<file path="src/rtl/mem_wb_stage_if.sv">
// mem_wb_stage_if: MEM/WB stage signal bundle.
// master = memory-stage side (drives slot inputs, observes writeback);
// slave  = the MEM/WB stage itself.
interface mem_wb_stage_if #(
   parameter int unsigned WORD_LENGTH    = 8,
   parameter int unsigned REG_ADDR_WIDTH = 3
);
   logic                      stall;
   logic                      flush;
   logic                      inValid;
   logic                      inRegWrite;
   logic                      inMemToReg;
   logic                      inHalt;
   logic [REG_ADDR_WIDTH-1:0] inDestReg;
   logic [WORD_LENGTH-1:0]    inAluResult;
   logic [WORD_LENGTH-1:0]    inMemData;
   logic                      regFileWrite;
   logic [REG_ADDR_WIDTH-1:0] regFileWriteAddr;
   logic [WORD_LENGTH-1:0]    regFileWriteData;
   logic                      halted;
   logic [15:0]               retireCount;

   modport master (
      output stall, flush, inValid, inRegWrite, inMemToReg, inHalt,
             inDestReg, inAluResult, inMemData,
      input  regFileWrite, regFileWriteAddr, regFileWriteData, halted, retireCount
   );

   modport slave (
      input  stall, flush, inValid, inRegWrite, inMemToReg, inHalt,
             inDestReg, inAluResult, inMemData,
      output regFileWrite, regFileWriteAddr, regFileWriteData, halted, retireCount
   );
endinterface

</file>
<file path="src/rtl/mem_wb_stage.sv">
// mem_wb_stage: MEM/WB pipeline register and writeback for the 8-bit core.
// The register-file write port doubles as the execute-stage forwarding source.
// Optional feature macro: WB_RETIRE_COUNT_EN (16-bit saturating retired-write
// counter); when undefined, retireCount is tied to zero.
module mem_wb_stage #(
   parameter int unsigned WORD_LENGTH    = 8,
   parameter int unsigned REG_ADDR_WIDTH = 3,
   parameter bit          R0_HARDWIRED   = 1'b1
) (
   input logic           clk,
   input logic           rst,
   mem_wb_stage_if.slave wbBus
);

   typedef enum logic {
      RUN    = 1'b0,
      HALTED = 1'b1
   } stateT;

   stateT                     state;
   stateT                     stateNext;

   logic                      validQ;
   logic                      regWriteQ;
   logic                      memToRegQ;
   logic                      haltQ;
   logic [REG_ADDR_WIDTH-1:0] destRegQ;
   logic [WORD_LENGTH-1:0]    aluResultQ;
   logic [WORD_LENGTH-1:0]    memDataQ;

   logic                      r0Blocked;
   logic                      writeEn;
   logic                      haltedOut;

   // Pipeline register: flush clears the slot, stall holds it, else load.
   always_ff @(posedge clk or posedge rst) begin
      if (rst) begin
         validQ     <= 1'b0;
         regWriteQ  <= 1'b0;
         memToRegQ  <= 1'b0;
         haltQ      <= 1'b0;
         destRegQ   <= '0;
         aluResultQ <= '0;
         memDataQ   <= '0;
      end else if (wbBus.flush) begin
         validQ     <= 1'b0;
         regWriteQ  <= 1'b0;
         memToRegQ  <= 1'b0;
         haltQ      <= 1'b0;
         destRegQ   <= '0;
         aluResultQ <= '0;
         memDataQ   <= '0;
      end else if (!wbBus.stall) begin
         validQ     <= wbBus.inValid;
         regWriteQ  <= wbBus.inRegWrite;
         memToRegQ  <= wbBus.inMemToReg;
         haltQ      <= wbBus.inHalt;
         destRegQ   <= wbBus.inDestReg;
         aluResultQ <= wbBus.inAluResult;
         memDataQ   <= wbBus.inMemData;
      end
   end

   // FSM state register.
   always_ff @(posedge clk or posedge rst) begin
      if (rst) begin
         state <= RUN;
      end else begin
         state <= stateNext;
      end
   end

   // FSM next state: a valid HALT leaving an unstalled WB slot stops the core for good.
   always_comb begin
      stateNext = state;
      case (state)
         RUN:     if (validQ && haltQ && !wbBus.stall) stateNext = HALTED;
         HALTED:  stateNext = HALTED;
         default: stateNext = RUN;
      endcase
   end

   assign r0Blocked = R0_HARDWIRED && (destRegQ == '0);

   // FSM outputs: write only in RUN, never for HALT, R0 (if hardwired) or a stalled slot.
   always_comb begin
      writeEn   = 1'b0;
      haltedOut = 1'b0;
      case (state)
         RUN:     writeEn = validQ && regWriteQ && !haltQ && !r0Blocked && !wbBus.stall;
         HALTED:  haltedOut = 1'b1;
         default: writeEn = 1'b0;
      endcase
   end

   assign wbBus.regFileWrite     = writeEn;
   assign wbBus.regFileWriteAddr = destRegQ;
   assign wbBus.regFileWriteData = memToRegQ ? memDataQ : aluResultQ;
   assign wbBus.halted           = haltedOut;

`ifdef WB_RETIRE_COUNT_EN
   logic [15:0] retireCountQ;

   // Retired-write counter, saturating at all-ones.
   always_ff @(posedge clk or posedge rst) begin
      if (rst) begin
         retireCountQ <= '0;
      end else if (writeEn && (retireCountQ != '1)) begin
         retireCountQ <= retireCountQ + 16'd1;
      end
   end

   assign wbBus.retireCount = retireCountQ;
`else
   assign wbBus.retireCount = '0;
`endif

endmodule

</file>
<file path="src/flat_wrapper.sv">
// flat-port wrapper written by rule: the top's interface ports become plain ports
module mem_wb_stage_flat 
#(
   parameter int unsigned WORD_LENGTH    = 8,
   parameter int unsigned REG_ADDR_WIDTH = 3,
   parameter bit          R0_HARDWIRED   = 1'b1
)
  (clk, rst, wbBus_stall, wbBus_flush, wbBus_inValid, wbBus_inRegWrite, wbBus_inMemToReg, wbBus_inHalt, wbBus_inDestReg, wbBus_inAluResult, wbBus_inMemData, wbBus_regFileWrite, wbBus_regFileWriteAddr, wbBus_regFileWriteData, wbBus_halted, wbBus_retireCount);
  mem_wb_stage_if #(.WORD_LENGTH(WORD_LENGTH), .REG_ADDR_WIDTH(REG_ADDR_WIDTH)) wbBus_i ();
  input logic clk;
  input logic rst;
  input wire logic [$bits(wbBus_i.stall)-1:0] wbBus_stall;
  input wire logic [$bits(wbBus_i.flush)-1:0] wbBus_flush;
  input wire logic [$bits(wbBus_i.inValid)-1:0] wbBus_inValid;
  input wire logic [$bits(wbBus_i.inRegWrite)-1:0] wbBus_inRegWrite;
  input wire logic [$bits(wbBus_i.inMemToReg)-1:0] wbBus_inMemToReg;
  input wire logic [$bits(wbBus_i.inHalt)-1:0] wbBus_inHalt;
  input wire logic [$bits(wbBus_i.inDestReg)-1:0] wbBus_inDestReg;
  input wire logic [$bits(wbBus_i.inAluResult)-1:0] wbBus_inAluResult;
  input wire logic [$bits(wbBus_i.inMemData)-1:0] wbBus_inMemData;
  output wire logic [$bits(wbBus_i.regFileWrite)-1:0] wbBus_regFileWrite;
  output wire logic [$bits(wbBus_i.regFileWriteAddr)-1:0] wbBus_regFileWriteAddr;
  output wire logic [$bits(wbBus_i.regFileWriteData)-1:0] wbBus_regFileWriteData;
  output wire logic [$bits(wbBus_i.halted)-1:0] wbBus_halted;
  output wire logic [$bits(wbBus_i.retireCount)-1:0] wbBus_retireCount;
  assign wbBus_i.stall = wbBus_stall;
  assign wbBus_i.flush = wbBus_flush;
  assign wbBus_i.inValid = wbBus_inValid;
  assign wbBus_i.inRegWrite = wbBus_inRegWrite;
  assign wbBus_i.inMemToReg = wbBus_inMemToReg;
  assign wbBus_i.inHalt = wbBus_inHalt;
  assign wbBus_i.inDestReg = wbBus_inDestReg;
  assign wbBus_i.inAluResult = wbBus_inAluResult;
  assign wbBus_i.inMemData = wbBus_inMemData;
  assign wbBus_regFileWrite = wbBus_i.regFileWrite;
  assign wbBus_regFileWriteAddr = wbBus_i.regFileWriteAddr;
  assign wbBus_regFileWriteData = wbBus_i.regFileWriteData;
  assign wbBus_halted = wbBus_i.halted;
  assign wbBus_retireCount = wbBus_i.retireCount;
  mem_wb_stage #(.WORD_LENGTH(WORD_LENGTH), .REG_ADDR_WIDTH(REG_ADDR_WIDTH), .R0_HARDWIRED(R0_HARDWIRED)) u_core (.clk(clk), .rst(rst), .wbBus(wbBus_i));
endmodule
</file>
<file path="config.mk">
export PLATFORM = sky130hd
export DESIGN_NAME = mem_wb_stage_flat
export DESIGN_NICKNAME = d
export VERILOG_FILES = /design/src/rtl/mem_wb_stage_if.sv /design/src/rtl/mem_wb_stage.sv /design/src/flat_wrapper.sv
export SDC_FILE = /design/constraint.sdc
export NUM_CORES = 1
export LEC_CHECK = 0
export ABC_AREA = 1
export CAP_MARGIN = 20
export CORE_UTILIZATION = 41
export DETAILED_ROUTE_END_ITERATION = 10
export GPL_TIMING_DRIVEN = 0
export MAX_ROUTING_LAYER = met4
export PLACE_DENSITY = 0.8
export SETUP_SLACK_MARGIN = 0.02
export SLEW_MARGIN = 20
export SYNTH_ARGS = -nofsm -noshare
export SYNTH_HDL_FRONTEND = slang
export SYNTH_SLANG_ARGS = --single-unit
</file>
<file path="constraint.sdc">
create_clock -name clk -period 1.2 [get_ports clk]
set_input_delay 0.3 -clock clk [delete_from_list [all_inputs] [get_ports clk]]
set_output_delay 0.3 -clock clk [all_outputs]
set_load 0.01 [all_outputs]
</file>
==> flow_summary.yaml <==
outcome:
  outcome: "finished, violations left"
  violations: "negative setup slack"
timing:
  min_period_ps: 1533
  period_share_pct: 127.7
  fin_ws_ps: -332.9
  rsz0062_at_grt: "yes"
  hold_viol_final: 0
  setup_viol: 12
  fin_skew_ps: 4.622
  slew_headroom_pct: 64.81
  report.final.slew_viol_count: 0
  fmax_mhz: 652.3
  worstMarginPinSlew_ps: 526.8
job:
  maxCapViolations: 0
drt:
  drtIter0Drc: 23
  dr_total_vias: 1138
  dr.pass1.iters: 4
  vias_per_cell: 4.742
  drt_wl_total_um: 3056
  ant_nets: 0
  drc: 0
  wire_per_inst_um: 12.73
synthesis:
  synth_compound_area_share_pct: 9.231
  yosys_most_used_dff: "dfrtp_1"
  synth-simple-area-share_pct: 23.69
  synthArstFlopShare_pct: 100.0
  seq_area_frac_synth_pct: 49.23
  syn_area_per_cell_um2: 8.413
  yosys.area_share.adder_pct: 0
  synth_edf_count: 0
  ys_warn_count: 0
  synthXorXnorAreaFrac_pct: 0
  synth.distinct_cells: 16
  syn-cell-area_um2: 1220
  synth_top_family_by_area: "simple AND/OR/NAND/NOR gates"
  ys_ff_latch: 24
  synth_mux_area_share_pct: 0
  postSynthCellCount: 145
final_layout:
  area_growth_pct: 49.95
  final_cells: 240
  post-route-util_pct: 65.77
  fin_nets: 237
  antennaDiodeCount: 0
  final_area_um2: 1829
  layout-drive-gt1-share_pct: 32.06
placement:
  placed_area_um2: 1695
  dp_hpwl_um: 2108
  io_buffers: 38
  place_inst: 229
  gp_congestion: 0.7768
power_and_ir_drop:
  p_leak_nw: 0.9610
  cellPowerDensity_nw_per_um2: 1023
  ir_drop_v: 0.0008716
  switching_share_pct: 25.36
  p_comb_share_pct: 21.1
  p_switching_mw: 0.4744
  finalPower_mw: 1.871
  seq_power_share_pct: 47.1
  intPower_mw: 1.397
  p_clk_share_pct: 31.8
clocking:
  htreeDepth: 1
  clk_latency_ps: 320
  clk_path_buf_depth: 2
  numCtsBuffers: 3
  cts_sinks: 24
  cts-root-buf: "clkbuf_4"
  cts_tree: "done"
  clk_pin_slew_ps: 140
setup_path:
  path_max_fanout: 6
  crit_path_start_kind: "flop"
  endpoint_kind: "primary output"
  crit_family: "flip-flops"
  cp_num_buf_inv: 2
  rr_startpoint: "u_core.memToRegQ"
  slowest_stage: "dfrtp_2"
  crit_required_ps: 900
  critPathKind: "reg2out"
  crit_arrival_ps: 1230
  critPathMaxStageDelay_ps: 480
  cp_cell_sequence: "buf_6 -> o21ai_2 -> buf_2"
  startpoint: "u_core.memToRegQ"
worst_hold_path:
  hp-class: "in2reg"
  min-delay-start: "wbBus_stall"
floorplanning:
  die_x_um: 56.55
  row_count: 19
  core_area_um2: 2781
  ioPinCount: 56
  dieHeight_um: 56.55
  dieArea_um2: 3197
  start_util_pct: 43.86
grt:
  grt_use_total_pct: 20.63
  grt_pass1_vias: 1187
  grt_max_degree: 25
  overflow: 0
  antenna_found_initial: 0
  grt_pass1_wl_um: 5078
==> area by class of cell <==
cell class | count | area, um2
timing repair buffer | 45 | 411.6
fill | 246 | 952.2
clock inverter | 1 | 30.03
multi-input combinational | 102 | 500.5
clock buffer | 3 | 22.52
buffer | 22 | 175.2
tap | 31 | 38.79
sequential | 24 | 601.8
inverter | 12 | 48.80
==> state kept, by name, summed over array words and instances, names as in the netlist <==
register,cells
u_core.wbBus.regFileWriteAddr,3
u_core.aluResultQ,8
u_core.haltQ,1
u_core.validQ,1
u_core.state,1
u_core.memToRegQ,1
u_core.regWriteQ,1
u_core.memDataQ,8
==> path summary, 6_finish.rpt <==
check | to | slack [ps] | cells after the start
max reg2reg | u_core.memToRegQ | 360 | 3
min reg2reg | u_core.memDataQ[6] | 540 | 2
min | u_core.memToRegQ | 240 | 3
max | wbBus_regFileWriteData[0] | -330 | 3
max in group asynchronous | u_core.memToRegQ | 520 | 2
min in group asynchronous | u_core.aluResultQ[4] | 350 | 2
==> power groups by stage <==
| stage | clock network [mW] | registers [mW] | logic (mW) |
|---|---|---|---|
| global route | 0.654 | 0.885 | 0.430 |
| floorplan | 0 | 0.888 | 0.195 |
| global placement | 0 | 0.890 | 0.356 |
| detailed placement | 0 | 0.893 | 0.363 |
| CTS | 0.599 | 0.877 | 0.378 |
| finish | 0.595 | 0.881 | 0.395 |
==> layer usage <==
layer | vias to the layer above | wire (um) | track usage (%)
li1 | 551 | - | -
met1 | 532 | 1200 | 23.24
met2 | 48 | 1615 | 36.47
met3 | 7 | 181 | 2.995
met4 | 0 | 59 | 8.362
met5 | - | 0 | -
==> stage by stage <==
step / setup slack, ps / setup TNS [ps] / hold slack (ps)
floorplan: 25.79 / 0 / 314.6
global placement: -495.7 / -12770 / 494.3
detailed placement: -528.6 / -14080 / 507.2
CTS: -303.7 / -2794 / 245.8
global route: -376.3 / -3654 / 239.3
finish: -332.9 / -2955 / 244.8
==> kinds of logic after synthesis <==
| family | count (synthesis) |
|---|---|
| buffers and inverters | 34 |
| other | 1 |
| AND/OR/NAND/NOR | 68 |
| flip-flops | 24 |
| AO/OA/AOI/OAI | 18 |
==> layout by cell type (no fill, tap or decap), types with 3 or more instances in the layout <==
cell / count
nand2_1: 43
clkdlybuf4s50_1: 25
buf_4: 18
inv_1: 10
nand3_1: 15
buf_2: 11
o21ai_0: 3
o21ai_1: 3
conb_1: 16
buf_6: 13
clkbuf_4: 3
nand2_2: 4
o21ai_2: 10
nor2_1: 3
dfrtp_1: 23
==> worst reg2reg max path, stage by stage (launching register included) <==
cell,delay [ps]
dfrtp_2,480
buf_6,150
nand3_1,70
nand2_1,60
==> cells in the mapped netlist (3+ instances only) <==
master / number / share of area (%)
o21ai_2: 6 / 4.3
nor2_1: 4 / 1.2
nand3_1: 15 / 6.2
nand2_1: 47 / 14
o21ai_0: 10 / 4.1
dfrtp_1: 24 / 49
buf_6: 3 / 2.8
buf_4: 16 / 9.8
inv_1: 11 / 3.4
buf_2: 3 / 1.2
==> repair_timing <==
item,4_1_cts,5_1_grt
hold buffers,0,0
buffers inserted,6,1
gates resized for setup,74,12
gates cloned,0,1
pin swaps,5,4
setup endpoints to repair,13,37
Power figures use the tool's default switching activity.
